==> src/rtl/prog_sequencer.sv <==
// prog_sequencer: run controller for the instruction-fetch unit.
// Walks the fetch unit through the enabled subset of up to four resident
// programs in ascending index order: load (FetchInit high for INIT_CYCLES),
// run until Halt, record the run length, advance. Synchronous active-high
// reset on Init.
// Optional feature: define PROG_WATCHDOG_EN to abort a program whose run
// reaches WDOG_LIMIT cycles without Halt; Timeout then flags the abort.
module prog_sequencer #(
  parameter int NUM_PROGS   = 3,
  parameter int INIT_CYCLES = 2,
  parameter int CNT_W       = 16,
  parameter int WDOG_LIMIT  = 1023
) (
  input  logic                 CLK,
  input  logic                 Init,
  input  logic                 Start,
  input  logic [NUM_PROGS-1:0] ProgMask,
  input  logic                 Halt,
  output logic                 FetchInit,
  output logic [1:0]           ProgState,
  output logic                 Busy,
  output logic                 Done,
  output logic                 ProgDone,
  output logic [CNT_W-1:0]     LastCycles,
  output logic                 Timeout
);

  // Reject configurations the controller cannot represent.
  if (NUM_PROGS < 1 || NUM_PROGS > 4 || INIT_CYCLES < 1 || WDOG_LIMIT < 1)
  begin : g_bad_params
    $error("prog_sequencer: illegal parameter combination");
  end

  typedef enum logic [2:0] {
    S_IDLE,
    S_LOAD,
    S_RUN,
    S_NEXT,
    S_DONE
  } state_e;

  // Load counter only has to count 0..INIT_CYCLES-1.
  localparam int LOAD_W = (INIT_CYCLES > 1) ? $clog2(INIT_CYCLES) : 1;
  localparam logic [LOAD_W-1:0] LOAD_LAST = LOAD_W'(INIT_CYCLES - 1);

`ifdef PROG_WATCHDOG_EN
  // Counter value seen during the WDOG_LIMIT-th run cycle.
  localparam logic [CNT_W-1:0] WDOG_LAST = CNT_W'(WDOG_LIMIT - 1);
`endif

  // Index of the lowest set bit; programs always run in ascending order.
  function automatic logic [1:0] lowest_bit(input logic [NUM_PROGS-1:0] m);
    lowest_bit = 2'd0;
    for (int i = NUM_PROGS - 1; i >= 0; i--) begin
      if (m[i]) lowest_bit = 2'(i);
    end
  endfunction

  state_e                 state_q, state_d;
  logic [NUM_PROGS-1:0]   mask_q, mask_d;
  logic [NUM_PROGS-1:0]   mask_rem;
  logic [1:0]             idx_q, idx_d;
  logic [LOAD_W-1:0]      load_cnt_q, load_cnt_d;
  logic [CNT_W-1:0]       run_cnt_q, run_cnt_d;
  logic [CNT_W-1:0]       run_cnt_inc;
  logic                   fetch_init_q, fetch_init_d;
  logic                   busy_q, busy_d;
  logic                   done_q, done_d;
  logic                   prog_done_q, prog_done_d;
  logic [CNT_W-1:0]       last_cycles_q, last_cycles_d;
`ifdef PROG_WATCHDOG_EN
  logic                   timeout_q, timeout_d;
`endif

  // Next-state, counters and registered-output precomputation.
  always_comb begin
    // NOTE: every variable gets a default before the case so no path leaves
    // it unassigned; otherwise synthesis infers latches.
    state_d       = state_q;
    mask_d        = mask_q;
    mask_rem      = mask_q & ~(NUM_PROGS'(1) << idx_q);
    idx_d         = idx_q;
    load_cnt_d    = load_cnt_q;
    run_cnt_d     = run_cnt_q;
    run_cnt_inc   = (run_cnt_q == '1) ? run_cnt_q : run_cnt_q + 1'b1;
    prog_done_d   = 1'b0;
    last_cycles_d = last_cycles_q;
`ifdef PROG_WATCHDOG_EN
    timeout_d     = timeout_q;
`endif

    case (state_q)
      S_IDLE: begin
        if (Start) begin
          mask_d = ProgMask;
`ifdef PROG_WATCHDOG_EN
          timeout_d = 1'b0;
`endif
          if (ProgMask == '0) begin
            state_d = S_DONE;
          end else begin
            idx_d      = lowest_bit(ProgMask);
            load_cnt_d = '0;
            run_cnt_d  = '0;
            state_d    = S_LOAD;
          end
        end
      end

      S_LOAD: begin
        if (load_cnt_q == LOAD_LAST) begin
          state_d = S_RUN;
        end else begin
          load_cnt_d = load_cnt_q + 1'b1;
        end
      end

      S_RUN: begin
        run_cnt_d = run_cnt_inc;
        // A zero counter marks the first RUN cycle, where a stale halt from
        // the previous program may still be asserted.
        if (Halt && run_cnt_q != '0) begin
          last_cycles_d = run_cnt_inc;
          prog_done_d   = 1'b1;
          state_d       = S_NEXT;
        end
`ifdef PROG_WATCHDOG_EN
        else if (run_cnt_q == WDOG_LAST) begin
          last_cycles_d = CNT_W'(WDOG_LIMIT);
          prog_done_d   = 1'b1;
          timeout_d     = 1'b1;
          state_d       = S_NEXT;
        end
`endif
      end

      S_NEXT: begin
        mask_d = mask_rem;
        if (mask_rem != '0) begin
          idx_d      = lowest_bit(mask_rem);
          load_cnt_d = '0;
          run_cnt_d  = '0;
          state_d    = S_LOAD;
        end else begin
          state_d = S_DONE;
        end
      end

      S_DONE: begin
        idx_d   = 2'd0;
        state_d = S_IDLE;
      end

      default: begin
        idx_d   = 2'd0;
        state_d = S_IDLE;
      end
    endcase

    // Outputs are registered, so they are derived from the next state.
    fetch_init_d = (state_d == S_IDLE) || (state_d == S_LOAD) ||
                   (state_d == S_DONE);
    busy_d       = (state_d != S_IDLE);
    done_d       = (state_d == S_DONE);
  end

  // State and output registers with synchronous reset on Init.
  always_ff @(posedge CLK) begin
    // NOTE: sequential state uses non-blocking assignments so every flop
    // samples pre-edge values regardless of statement order.
    if (Init) begin
      state_q       <= S_IDLE;
      mask_q        <= '0;
      idx_q         <= 2'd0;
      load_cnt_q    <= '0;
      run_cnt_q     <= '0;
      fetch_init_q  <= 1'b1;
      busy_q        <= 1'b0;
      done_q        <= 1'b0;
      prog_done_q   <= 1'b0;
      last_cycles_q <= '0;
`ifdef PROG_WATCHDOG_EN
      timeout_q     <= 1'b0;
`endif
    end else begin
      state_q       <= state_d;
      mask_q        <= mask_d;
      idx_q         <= idx_d;
      load_cnt_q    <= load_cnt_d;
      run_cnt_q     <= run_cnt_d;
      fetch_init_q  <= fetch_init_d;
      busy_q        <= busy_d;
      done_q        <= done_d;
      prog_done_q   <= prog_done_d;
      last_cycles_q <= last_cycles_d;
`ifdef PROG_WATCHDOG_EN
      timeout_q     <= timeout_d;
`endif
    end
  end

  assign FetchInit  = fetch_init_q;
  assign ProgState  = idx_q;
  assign Busy       = busy_q;
  assign Done       = done_q;
  assign ProgDone   = prog_done_q;
  assign LastCycles = last_cycles_q;
`ifdef PROG_WATCHDOG_EN
  assign Timeout    = timeout_q;
`else
  assign Timeout    = 1'b0;
`endif

endmodule

==> config.mk <==
export PLATFORM = sky130hd
export DESIGN_NAME = prog_sequencer
export DESIGN_NICKNAME = d
export VERILOG_FILES = /design/src/rtl/prog_sequencer.sv
export SDC_FILE = /design/constraint.sdc
export NUM_CORES = 1
export LEC_CHECK = 0
export BUFFER_PORTS_ARGS = -buffer_cell sky130_fd_sc_hd__buf_4
export CORE_MARGIN = 1
export CORE_UTILIZATION = 37
export DETAILED_ROUTE_END_ITERATION = 6
export SLEW_MARGIN = 5
export SYNTH_ARGS = -nofsm -noshare
export SYNTH_HDL_FRONTEND = slang
export SYNTH_SLANG_ARGS = --single-unit
==> constraint.sdc <==
create_clock -name CLK -period 2.7 [get_ports CLK]
set_input_delay 0.405 -clock CLK [delete_from_list [all_inputs] [get_ports CLK]]
set_output_delay 0.405 -clock CLK [all_outputs]
set_load 0.005 [all_outputs]
==> flow_summary.ini, run 1 <==
[yosys]
syn_nets = 329
async_flop_share_pct = 0
synth.avg_cell_area_um2 = 8.26
synth-seq-cells = 45
synth-seq-area-share_pct = 34.1
yosys_warnings = 0
synth_area_um2 = 2640
synthCells = 320
synth_edf_count = 0
synth_cell_types = 65
ys.flop_type = dfxtp_1

[timing]
grt_setup_unrepaired = no
final_hold_viol_count = 0
hold_ws_ns = 0.375
worstMarginPinSlew_ns = 0.653
fin_skew_ns = 0.00455
relSlewSlack_pct = 56.0
setup_viol = 0
period_share_pct = 76.9
finalCriticalPeriod_ns = 2.08
maxSlewViolCount = 0
max_freq_mhz = 481
fin_setup_tns_ns = 0

[final_layout]
area_growth_pct = 9.70
utilization_pct = 42.5
final_cell_area_um2 = 2900
fillCellCount = 720
n_antenna_cell = 0
drive_gt1_share_pct = 17.4
nets = 341

[grt]
first_global_vias = 2122
grt_pass1_wl_um = 10500
antenna_found_initial = 0
grt_max_degree = 36
grt_usage_pct = 18.0
grt-ovfl-total = 0

[floorplanning]
rows = 30
die-area_um2 = 7490
start_util_pct = 38.7
fp.dieW_um = 86.5
core_um2 = 6830
ios = 30
die_y_um = 86.5

[setup_path]
ff2ff_setup_slack_ns = 0.62
critPathLaunchType = flip-flop
end_kind = flip-flop
arrival_ns = 2.26
rr_startpoint = run_cnt_q[1]$_SDFFE_PP0P_
cpPeakStageDelay_ns = 0.67
cpMaxStageDelayCell = or4_4
crit_path_max_fanout = 9
worstPathCellList = ha_1 -> nand4_4 -> or4_4 -> and3_1 -> a31oi_1 -> o31ai_1
rr_worst_depth = 6
criticalPathCategory = flip-flop to flip-flop
critPathRequiredTime_ns = 2.88
rr_endpoint = run_cnt_q[1]$_SDFFE_PP0P_

[detailed_routing]
ant_nets = 0
wire_per_inst_um = 14.9
drt_wl_total_um = 6390
via_per_inst = 5.52
route.detailed.drc = 0
drtIter0Drc = 159
drtPass1Iterations = 4
vias = 2369

[pwr]
max-vdd-ir-drop_mv = 0.233
powerDensity_nw_per_um2 = 460
finalPower_mw = 1.33
p_leak_nw = 1.01

[cts]
cts-root-buf = clkbuf_8
cts_buffers = 5
htree_levels = 2
cts_buffer_depth = 2
cts_tree = done
cts.sinks = 45
clock_latency_ns = 0.30
clkTransAtPathRegs_ns = 0.08
hold_buffers = 0
cts_setup_buffers = 0
cts_resized = 0

[worst_hold_path]
min_from = ProgMask[2]
hold_depth = 3
min_to = mask_q[2]$_SDFFE_PP0P_
hold_path_class = input port to flip-flop

[flow_run]
drv_cap = 0

[place]
dpl_cell_area_um2 = 2780
portBuffers = 28
globalplace.congestion = 0.863
hpwl_um = 4570

[status]
status = completed
layer usage:
| metal | track usage [%] | vias up | routed length (µm) |
|---|---|---|---|
| met1 | 24.6 | 1117 | 3020 |
| met2 | 28.6 | 66 | 2940 |
| met4 | 3.94 | 0 | 55 |
| li1 | - | 1179 | - |
| met5 | 0 | - | 0 |
| met3 | 4.29 | 7 | 376 |
power by group:
group,internal (mW),total [mW],switching (mW)
sequential,0.676,0.694,0.0184
clock,0.302,0.538,0.236
combinational,0.0415,0.101,0.0590
cells by family (layout without fill, tap and decap cells):
family,after synthesis,count (layout),synth area share (%)
AO/OA/AOI/OAI,82,82,21.2
XOR/XNOR,8,8,2.65
adder cells (fa/ha/maj),3,3,1.32
buffers and inverters,40,53,10.5
flip-flops,45,45,34.1
multiplexers,6,6,2.27
other,1,1,0.142
AND/OR/NAND/NOR,135,135,27.9
worst max-delay path by stage:
stage,from,to,slack [ns],cells past startpoint
5_1_grt,run_cnt_q[0]$_SDFFE_PP0P_,LastCycles[11]$_SDFFE_PP0P_,0.43,8
4_1_cts,run_cnt_q[0]$_SDFFE_PP0P_,LastCycles[13]$_SDFFE_PP0P_,0.62,8
2_1_floorplan,run_cnt_q[1]$_SDFFE_PP0P_,run_cnt_q[1]$_SDFFE_PP0P_,0.75,8
3_3_place_gp,run_cnt_q[1]$_SDFFE_PP0P_,run_cnt_q[1]$_SDFFE_PP0P_,0.68,6
6_report,run_cnt_q[1]$_SDFFE_PP0P_,run_cnt_q[1]$_SDFFE_PP0P_,0.62,6
3_5_place_dp,run_cnt_q[0]$_SDFFE_PP0P_,LastCycles[13]$_SDFFE_PP0P_,0.64,8
area by class of cell:
| class | instances | area, µm² | area share, % |
|---|---|---|---|
| Tap cell | 96 | 120 | 4.14 |
| Timing Repair Buffer | 34 | 255 | 8.80 |
| Multi-Input combinational cell | 235 | 1470 | 50.6 |
| Sequential cell | 45 | 901 | 31.1 |
| Clock buffer | 7 | 86.3 | 2.98 |
| Clock inverter | 1 | 30.0 | 1.04 |
| Inverter | 11 | 41.3 | 1.42 |
through the flow:
step / std cells / setup slack (ns)
floorplan: 320 / 0.746
global placement: 421 / 0.678
detailed placement: 421 / 0.635
CTS: 429 / 0.616
global route: 429 / 0.431
finish: 429 / 0.622
cell usage in the layout (no fill, tap or decap), types with 2 or more instances in the layout:
cell,synthesis,final
inv_1,11,11
o22ai_1,2,2
nor2b_1,3,3
nand2b_1,3,3
nor2_1,32,32
xnor2_1,6,6
a41oi_1,3,3
and3_1,8,8
a211oi_2,2,2
nor4_1,5,5
buf_4,9,34
nor3_1,10,10
clkbuf_8,7,6
a31oi_1,6,6
nand2_1,33,33
nand3_1,7,7
o21a_1,4,4
o211ai_1,3,3
nand4_1,10,10
or3_1,4,4
xor2_1,2,2
a311oi_1,3,3
dfxtp_1,45,45
ha_1,2,2
and2_1,3,3
mux2i_1,6,6
a21oi_1,18,18
o31ai_1,4,4
a32oi_1,2,2
a211oi_1,11,11
o21ai_0,13,13
flip-flops by register name, indices dropped and copies added (netlist names):
register	count
LastCycles	16
ProgDone	1
run_cnt_q	16
FetchInit	1
ProgState	2
load_cnt_q	1
state_q	3
Done	1
Busy	1
mask_q	3
critical path, delay by kind of cell, from the launching register on:
kind	cells	cell delay [ns]
AND/OR/NAND/NOR	3	1.05
flip-flops	1	0.43
adder cells (fa/ha/maj)	1	0.25
AO/OA/AOI/OAI	2	0.23
synthesized netlist by cell type (2+ instances only):
cell type  instances  area, µm²
dfxtp_1           45        901
nand2_1           33        124
nor2_1            32        120
a21oi_1           18       90.1
o21ai_0           13       65.1
a211oi_1          11       82.6
inv_1             11       41.3
nand4_1           10       62.6
nor3_1            10       50.1
buf_4              9       67.6
and3_1             8       50.1
clkbuf_8           7       96.3
nand3_1            7       35.0
a31oi_1            6       37.5
mux2i_1            6       60.1
xnor2_1            6       52.6
buf_2              5       25.0
clkbuf_1           5       18.8
nor4_1             5       31.3
o21a_1             4       30.0
o31ai_1            4       30.0
or3_1              4       25.0
a311oi_1           3       26.3
a41oi_1            3       26.3
and2_1             3       18.8
nand2b_1           3       18.8
nor2b_1            3       18.8
o211ai_1           3       22.5
a211oi_2           2       25.0
a32oi_1            2       17.5
buf_6              2       22.5
ha_1               2       25.0
o22ai_1            2       12.5
xor2_1             2       17.5
(Power assumes the default switching activity.)
==> run 2, diff against run 1 <==
==> constraint.sdc (replaced) <==
create_clock -name CLK -period 2.1 [get_ports CLK]
set_input_delay 0.315 -clock CLK [delete_from_list [all_inputs] [get_ports CLK]]
set_output_delay 0.315 -clock CLK [all_outputs]
set_load 0.005 [all_outputs]
==> flow_summary.ini, run 2 (synthesis results as in run 1) <==
[status]
status = completed

[place]
dpl_cell_area_um2 = 2930
globalplace.congestion = 0.910
preCtsSetupSlack_ns = -0.0676
portBuffers = 28
hpwl_um = 4830

[worst_hold_path]
hold_path_class = input port to flip-flop
hold_depth = 3

[timing]
relSlewSlack_pct = 50.3
maxSlewViolCount = 0
worstMarginPinSlew_ns = 0.743
final_hold_viol_count = 0
fin_skew_ns = 0.0166
hold_ws_ns = 0.295
max_freq_mhz = 511
grt_setup_unrepaired = no
setup_viol = 0
layout_setup_ws_ns = 0.144
finalCriticalPeriod_ns = 1.96
period_share_pct = 93.1

[floorplanning]
fp.dieW_um = 86.5
start_util_pct = 38.7
rows = 30
core_um2 = 6830
die-area_um2 = 7490
die_y_um = 86.5
ios = 30

[grt]
grt_usage_pct = 18.9
grt_max_degree = 36
antenna_found_initial = 0
grt-ovfl-total = 0
first_global_vias = 2213
grt_pass1_wl_um = 11000

[setup_path]
worstPathCellList = ha_2 -> nand4_4 -> or4_4 -> and3_1 -> a31oi_1 -> o31ai_1
cpMaxStageDelayCell = or4_4
end_kind = flip-flop
crit_path_max_fanout = 9
criticalPathCategory = flip-flop to flip-flop
arrival_ns = 2.14
cpPeakStageDelay_ns = 0.64
critPathRequiredTime_ns = 2.28
critPathLaunchType = flip-flop
rr_worst_depth = 6

[pwr]
p_leak_nw = 1.09
swShare_pct = 25.9
powerDensity_nw_per_um2 = 513
combPwrFrac_pct = 9.7
power.switching_uw = 401
internal-power_mw = 1.15
pwr-share-clk_pct = 33.4
max-vdd-ir-drop_mv = 0.316
power_frac_seq_pct = 57.0

[cts]
clock_latency_ns = 0.31
clkTransAtPathRegs_ns = 0.10
cts_setup_buffers = 0
htree_levels = 2
hold_buffers = 0
cts_tree = done
cts.sinks = 45
cts_buffer_depth = 2
cts-root-buf = clkbuf_8
cts_buffers = 5

[final_layout]
n_antenna_cell = 0
nets = 360
final_cell_area_um2 = 3020
layout_common_cells = buf_4, dfxtp_1, nand2_1
multiInputGateArea_um2 = 1490
mostFrequentLayoutCell = buf_4
regArea_um2 = 903
area_growth_pct = 14.3
fillCellCount = 721
drive_gt1_share_pct = 23.1

[detailed_routing]
drt_wl_total_um = 6600
drtIter0Drc = 199
drtPass1Iterations = 4
vias = 2449
ant_nets = 0
via_per_inst = 5.49
route.detailed.drc = 0
wire_per_inst_um = 14.8

[flow_run]
drv_cap = 0
run 2: cell types whose count changed in the layout (fill, tap and decap cells not counted), sizes merged:
| cell | previous run | this run |
|---|---|---|
| bufinv | 1 | 0 |
| buf | 34 | 53 |
| clkbuf | 7 | 5 |
| clkinv | 0 | 1 |
run 2: stage by stage:
step,util (%),TNS [ns],std cells,power [mW]
2_1_floorplan,-,0,320,1.00
3_3_place_gp,42.8,0,440,1.05
3_5_place_dp,42.8,-0.100,440,1.05
4_1_cts,44.0,0,446,1.57
5_1_grt,44.2,0,446,1.62
6_report,44.2,0,446,1.55
run 2: worst max-delay path, delay by kind of cell (launching register included):
| family | cells | cell delay [ns] |
|---|---|---|
| AO/OA/AOI/OAI | 2 | 0.22 |
| adder cells (fa/ha/maj) | 1 | 0.22 |
| flip-flops | 1 | 0.39 |
| AND/OR/NAND/NOR | 3 | 1.00 |
run 2: path summary, 6_finish.rpt:
check	from	slack, ns	to
max reg2reg	run_cnt_q[1]$_SDFFE_PP0P_	0.14	run_cnt_q[1]$_SDFFE_PP0P_
min reg2reg	LastCycles[15]$_SDFFE_PP0P_	0.46	LastCycles[15]$_SDFFE_PP0P_
max	run_cnt_q[1]$_SDFFE_PP0P_	0.14	run_cnt_q[1]$_SDFFE_PP0P_
min	ProgMask[2]	0.30	mask_q[2]$_SDFFE_PP0P_
run 2: cell type report:
cell class | instances | area share (%)
Inverter | 11 | 1.37
Sequential cell | 45 | 29.9
Timing Repair Buffer | 53 | 13.2
Multi-Input combinational cell | 235 | 49.2
Clock buffer | 5 | 2.28
Tap cell | 96 | 3.97
Clock inverter | 1 | 0.166
run 2: per-layer routing:
metal	vias to the layer above	share of wire, %	global-route usage, %
met2	61	48	30.5
met4	0	1.9	7.27
met5	-	0	0
met3	13	4.4	3.05
met1	1152	46	25.2
li1	1223	-	-
run 2: power groups by stage:
stage / combinational, mW / clock (mW) / sequential, mW
5_1_grt: 0.169 / 0.565 / 0.886
3_5_place_dp: 0.147 / 0 / 0.903
4_1_cts: 0.150 / 0.536 / 0.883
3_3_place_gp: 0.146 / 0 / 0.903
6_report: 0.150 / 0.517 / 0.883
2_1_floorplan: 0.103 / 0 / 0.899
run 2: what timing repair did:
item | 4_1_cts | 5_1_grt
pin swaps | 0 | 1
gates cloned | 0 | 0
setup endpoints to repair | 4 | 5
resized for setup | 1 | 5
